<file path="src/rtl/bidir_arb_pkg.sv">
// bidir_arb_pkg: shared types for the bidirectional pin arbiter
package bidir_arb_pkg;
  typedef enum logic [1:0] {IDLE = 2'd0, OWN = 2'd1, TURN = 2'd2} state_t;
  typedef logic owner_t;
  localparam logic DIR_RD = 1'b0;
  localparam logic DIR_WR = 1'b1;
  function automatic logic [1:0] onehot(input owner_t o);
    return o ? 2'b10 : 2'b01;
  endfunction
endpackage

</file>
<file path="src/rtl/bidir_pin_arbiter_rr_arb2.sv">
// rr_arb2: two-way round-robin picker; pointer names the favoured requester
module rr_arb2
  import bidir_arb_pkg::*;
(
  input  logic [1:0] req,
  input  owner_t     ptr,
  input  logic       take,
  output owner_t     winner,
  output logic       valid,
  output owner_t     ptr_nxt
);
  assign winner  = (req == 2'b11) ? ptr : req[1];
  assign valid   = |req;
  assign ptr_nxt = (take && valid) ? ~winner : ptr;
endmodule

</file>
<file path="src/rtl/bidir_pin_arbiter.sv">
// bidir_pin_arbiter: time-shares one tri-state bus between two requesters,
// sequencing output enable, data select and turnaround gaps.
module bidir_pin_arbiter
  import bidir_arb_pkg::*;
#(
  parameter int W           = 8,
  parameter int TURN_CYCLES = 1,
  parameter int MAX_HOLD    = 8
) (
  input  logic         clk,
  input  logic         rst,
  input  logic [1:0]   req,
  input  logic [1:0]   wr,
  input  logic [W-1:0] wdata0,
  input  logic [W-1:0] wdata1,
  input  logic [W-1:0] bus_in,
  output logic [1:0]   gnt,
  output logic         bus_oe,
  output logic [W-1:0] bus_out,
  output logic [W-1:0] rdata,
  output logic [1:0]   rvalid,
  output logic         busy
);
  localparam int HW = $clog2(MAX_HOLD + 1);
  state_t         state;
  owner_t         owner, ptr, win, ptr_nxt;
  logic           dir, win_valid, rel;
  logic [HW-1:0]  hold;
  logic [3:0]     turn;
  logic [W-1:0]   wsel_win, wsel_own;
  rr_arb2 u_arb (
    .req    (req),
    .ptr    (ptr),
    .take   (state == IDLE),
    .winner (win),
    .valid  (win_valid),
    .ptr_nxt(ptr_nxt)
  );
  assign wsel_win = win ? wdata1 : wdata0;
  assign wsel_own = owner ? wdata1 : wdata0;
  // hold counts completed OWN cycles, so release lands after exactly MAX_HOLD
  assign rel = !req[owner] || (hold >= HW'(MAX_HOLD - 1));
  always_ff @(posedge clk) begin
    if (rst) begin
      state   <= IDLE;
      owner   <= 1'b0;
      ptr     <= 1'b0;
      dir     <= DIR_RD;
      hold    <= '0;
      turn    <= '0;
      gnt     <= 2'b00;
      bus_oe  <= 1'b0;
      bus_out <= '0;
      rdata   <= '0;
      rvalid  <= 2'b00;
      busy    <= 1'b0;
    end else begin
      ptr    <= ptr_nxt;
      rvalid <= 2'b00;
      case (state)
        IDLE: if (win_valid) begin
          state  <= OWN;
          owner  <= win;
          dir    <= wr[win];
          hold   <= '0;
          gnt    <= onehot(win);
          bus_oe <= wr[win];
          busy   <= 1'b1;
          if (wr[win] == DIR_WR) bus_out <= wsel_win;
        end
        OWN: begin
          if (dir == DIR_WR) bus_out <= wsel_own;
          else begin
            rdata  <= bus_in;
            rvalid <= onehot(owner);
          end
          if (rel) begin
            state  <= (TURN_CYCLES > 0) ? TURN : IDLE;
            gnt    <= 2'b00;
            bus_oe <= 1'b0;
            busy   <= (TURN_CYCLES > 0);
            turn   <= '0;
          end else hold <= hold + 1'b1;
        end
        TURN: if (turn == 4'(TURN_CYCLES - 1)) begin
          state <= IDLE;
          busy  <= 1'b0;
        end else turn <= turn + 1'b1;
        default: state <= IDLE;
      endcase
    end
  end
endmodule

</file>
<file path="config.mk">
export PLATFORM = sky130hd
export DESIGN_NAME = bidir_pin_arbiter
export DESIGN_NICKNAME = d
export VERILOG_FILES = /design/src/rtl/bidir_arb_pkg.sv /design/src/rtl/bidir_pin_arbiter_rr_arb2.sv /design/src/rtl/bidir_pin_arbiter.sv
export SDC_FILE = /design/constraint.sdc
export NUM_CORES = 1
export LEC_CHECK = 0
export BUFFER_PORTS_ARGS = -buffer_cell sky130_fd_sc_hd__buf_2
export CORE_MARGIN = 1
export CORE_UTILIZATION = 50
export CTS_CLUSTER_SIZE = 12
export DETAILED_ROUTE_END_ITERATION = 8
export PLACE_DENSITY = 0.79
export SYNTH_ARGS = -nofsm -noshare
export SYNTH_HDL_FRONTEND = slang
export SYNTH_SLANG_ARGS = --single-unit
</file>
<file path="constraint.sdc">
create_clock -name clk -period 4.5 [get_ports clk]
set_input_delay 0 -clock clk [delete_from_list [all_inputs] [get_ports clk]]
set_output_delay 0 -clock clk [all_outputs]
set_load 0.01 [all_outputs]
</file>
==> impl_metrics.py <==
metrics = {
    "floorplanning": {
        "die_y_um": 59.4,
        "die_area_um2": 3530,
        "die_w_um": 59.4,
        "core_area_um2": 3080,
        "initial_core_util_pct": 53.5,
        "rows": 20,
        "top_level_ports": 52,
    },
    "clocking": {
        "cts_buffer_depth": 2,
        "root_buffer": "clkbuf_4",
        "htreeDepth": 2,
        "cts_tree": "done",
        "clk_pin_slew_worst_paths_ns": 0.11,
        "cts_setup_buffers": 0,
        "insertion_delay_ns": 0.33,
        "cts_hold_buffers": 24,
        "postCtsResizedCells": 0,
        "clock-sinks": 35,
        "cts-buffers-inserted": 5,
    },
    "setup_path": {
        "worstPathRequired_ns": 4.72,
        "arrival_ns": 2.49,
        "critPathMaxFanout": 12,
        "worstSetupStartpointType": "flop",
        "worstSetupPathType": "reg -> reg",
        "end_kind": "flop",
    },
    "cells_and_area": {
        "final_cell_mix": "51 x buf_2, 35 x dfxtp_1, 24 x dlygate4sd3_1, 20 x nand2_1, 13 x a21oi_1",
        "syn2layout_area_growth_pct": 33.0,
        "final_layout_size_suffix_gt1_share_pct": 31.5,
        "fin_cells": 292,
        "nets": 280,
        "final_common_cell": "buf_2",
        "antennaDiodeCount": 0,
    },
    "placed_design": {
        "port-buffer-count": 51,
        "place_hpwl_um": 2530,
        "gp_congestion": 0.880,
        "dpl.cell_count": 260,
    },
    "timing": {
        "skew_ns": 0.00410,
        "slew_headroom_pct": 61.0,
        "timing.fmax_mhz": 439,
        "finalMaxSlewViolations": 0,
        "worst_pin_slew_ns": 0.582,
        "final.period_utilization_pct": 50.6,
        "hold_viol_final": 0,
        "layout_min_cycle_time_ns": 2.28,
        "rsz0062_at_grt": "no",
        "setup_viol": 0,
        "fin_setup_tns_ns": 0,
    },
    "power_and_ir_drop": {
        "p_leak_nw": 0.992,
        "irDropWorstVdd_uv": 200,
        "power.density_nw_per_um2": 312,
    },
    "drt": {
        "drt-initial-drc-count": 46,
        "dr.pass1.iters": 4,
        "ant_nets": 0,
        "avgViaCountPerCell": 5.29,
        "num_vias": 1545,
        "post_drt_wl_per_cell_um": 13.2,
        "wirelength_um": 3840,
        "route.detailed.drc": 0,
    },
    "global_routing": {
        "grt_max_degree": 23,
        "grt_pass1_wl_um": 6200,
        "grtUsageTotal_pct": 23.6,
        "grt_pass1_vias": 1409,
        "overflow": 0,
        "antenna_found_initial": 0,
    },
    "yosys": {
        "yosys_warnings": 0,
        "synth_top_area_share_pct": 42.5,
        "yosys_register_bits": 35,
        "synth-edff-count": 0,
        "ys_types": 49,
        "syn-cell-area_um2": 1650,
        "async_flop_share_pct": 0,
        "synthTopCellsByArea": "dfxtp_1 43%, mux2i_1 5.5%, nand2_1 4.6%, a21oi_2 4.3%, o41ai_1 4.3%",
        "yosys_most_used_dff": "dfxtp_1",
        "synth_area_leader_cell": "dfxtp_1",
        "synth_fp_nets": 208,
        "synth.yosys.seq_area_share_pct": 42.5,
        "syn_inst": 175,
        "avgSynthCellArea_um2": 9.42,
    },
    "outcome": {
        "status": "finished clean",
    },
    "worst_hold_path": {
        "hold_path.class": "in -> reg",
    },
    "run": {
        "maxCapViolations": 0,
    },
}
## cell families (layout without fill, tap and decap cells)
| logic type | after synthesis | in the layout | share of synthesized area [%] |
|---|---|---|---|
| AOI/OAI and AO/OA | 49 | 49 | 24.1 |
| xor gates and xnor gates | 1 | 1 | 0.532 |
| adders and majority gates | 3 | 3 | 2.28 |
| buffers and inverters | 19 | 92 | 5.77 |
| DFF | 35 | 35 | 42.5 |
| muxes | 11 | 11 | 6.83 |
| and+or+nand+nor | 57 | 57 | 18.0 |
## synth_stat cells (3+ instances only)
cell	n
nor3_1	8
o21a_1	3
clkbuf_1	3
nand2_1	20
inv_1	9
mux2i_1	9
a21oi_1	13
dfxtp_1	35
buf_2	4
o41ai_1	8
nand3_1	3
ha_1	3
a21oi_2	8
nor2_1	7
## flip-flops by register name, summed over array words and instances (netlist names)
signal	flops
turn	4
ptr	1
state	2
owner	1
busy	1
bus_out	8
rvalid	2
bus_oe	1
gnt	2
hold	4
rdata	8
dir	1
## through the flow
step	hold slack [ns]	utilization (%)	cell area [um2]	power [mW]	worst slack, ns
after floorplan	0.136	-	1650	0.458	2.94
after global placement	0.246	61.6	1900	0.500	2.75
after detailed placement	0.246	61.6	1900	0.503	2.70
after CTS	0.0266	71.2	2190	0.685	2.26
after global routing	0.0517	71.2	2190	0.725	2.03
final	0.0423	71.2	2190	0.683	2.22
## per-layer routing
layer  vias up  GRT usage (%)  wire, um
met3         2           5.24       207
met1       703           28.1      1650
met2        56           41.4      1970
met4         0           8.16        19
met5         -              0         0
li1        784              -         -
## power by group
part | total, mW | switching (mW) | leakage (nW) | internal [mW]
sequential | 0.352 | 0.0173 | 0.287 | 0.335
combinational | 0.167 | 0.0867 | 0.677 | 0.0800
clock | 0.164 | 0.104 | 0.0282 | 0.0603
total | 0.683 | 0.208 | 0.992 | 0.475
## path summary, 6_finish.rpt
| check | startpoint | end | slack [ns] | depth (start not counted) |
|---|---|---|---|---|
| hold / removal | req[1] | ptr | 0.04 | 2 |
| hold reg to reg | rdata[5] | rdata[5] | 0.46 | 2 |
| setup / recovery | state[0] | bus_out[3] | 2.22 | 5 |
| setup reg to reg | state[0] | bus_out[3] | 2.22 | 5 |
## layout make-up
cell class	count	area (um2)
multi-input combinational	121	852
clock inverter	2	12.5
clock buffer	6	41.3
sequential	35	701
tap	44	55.1
timing repair buffer	75	495
fill	253	887
inverter	9	33.8
## critical path, stage by stage, from the launching register on
cell           delay [ns]
dfxtp_1              0.55
nand2b_1             0.27
a31oi_4              0.44
mux2i_1              0.25
dlygate4sd3_1        0.60
a21oi_2              0.06
Note: power is estimated with default switching activity, not from simulation.
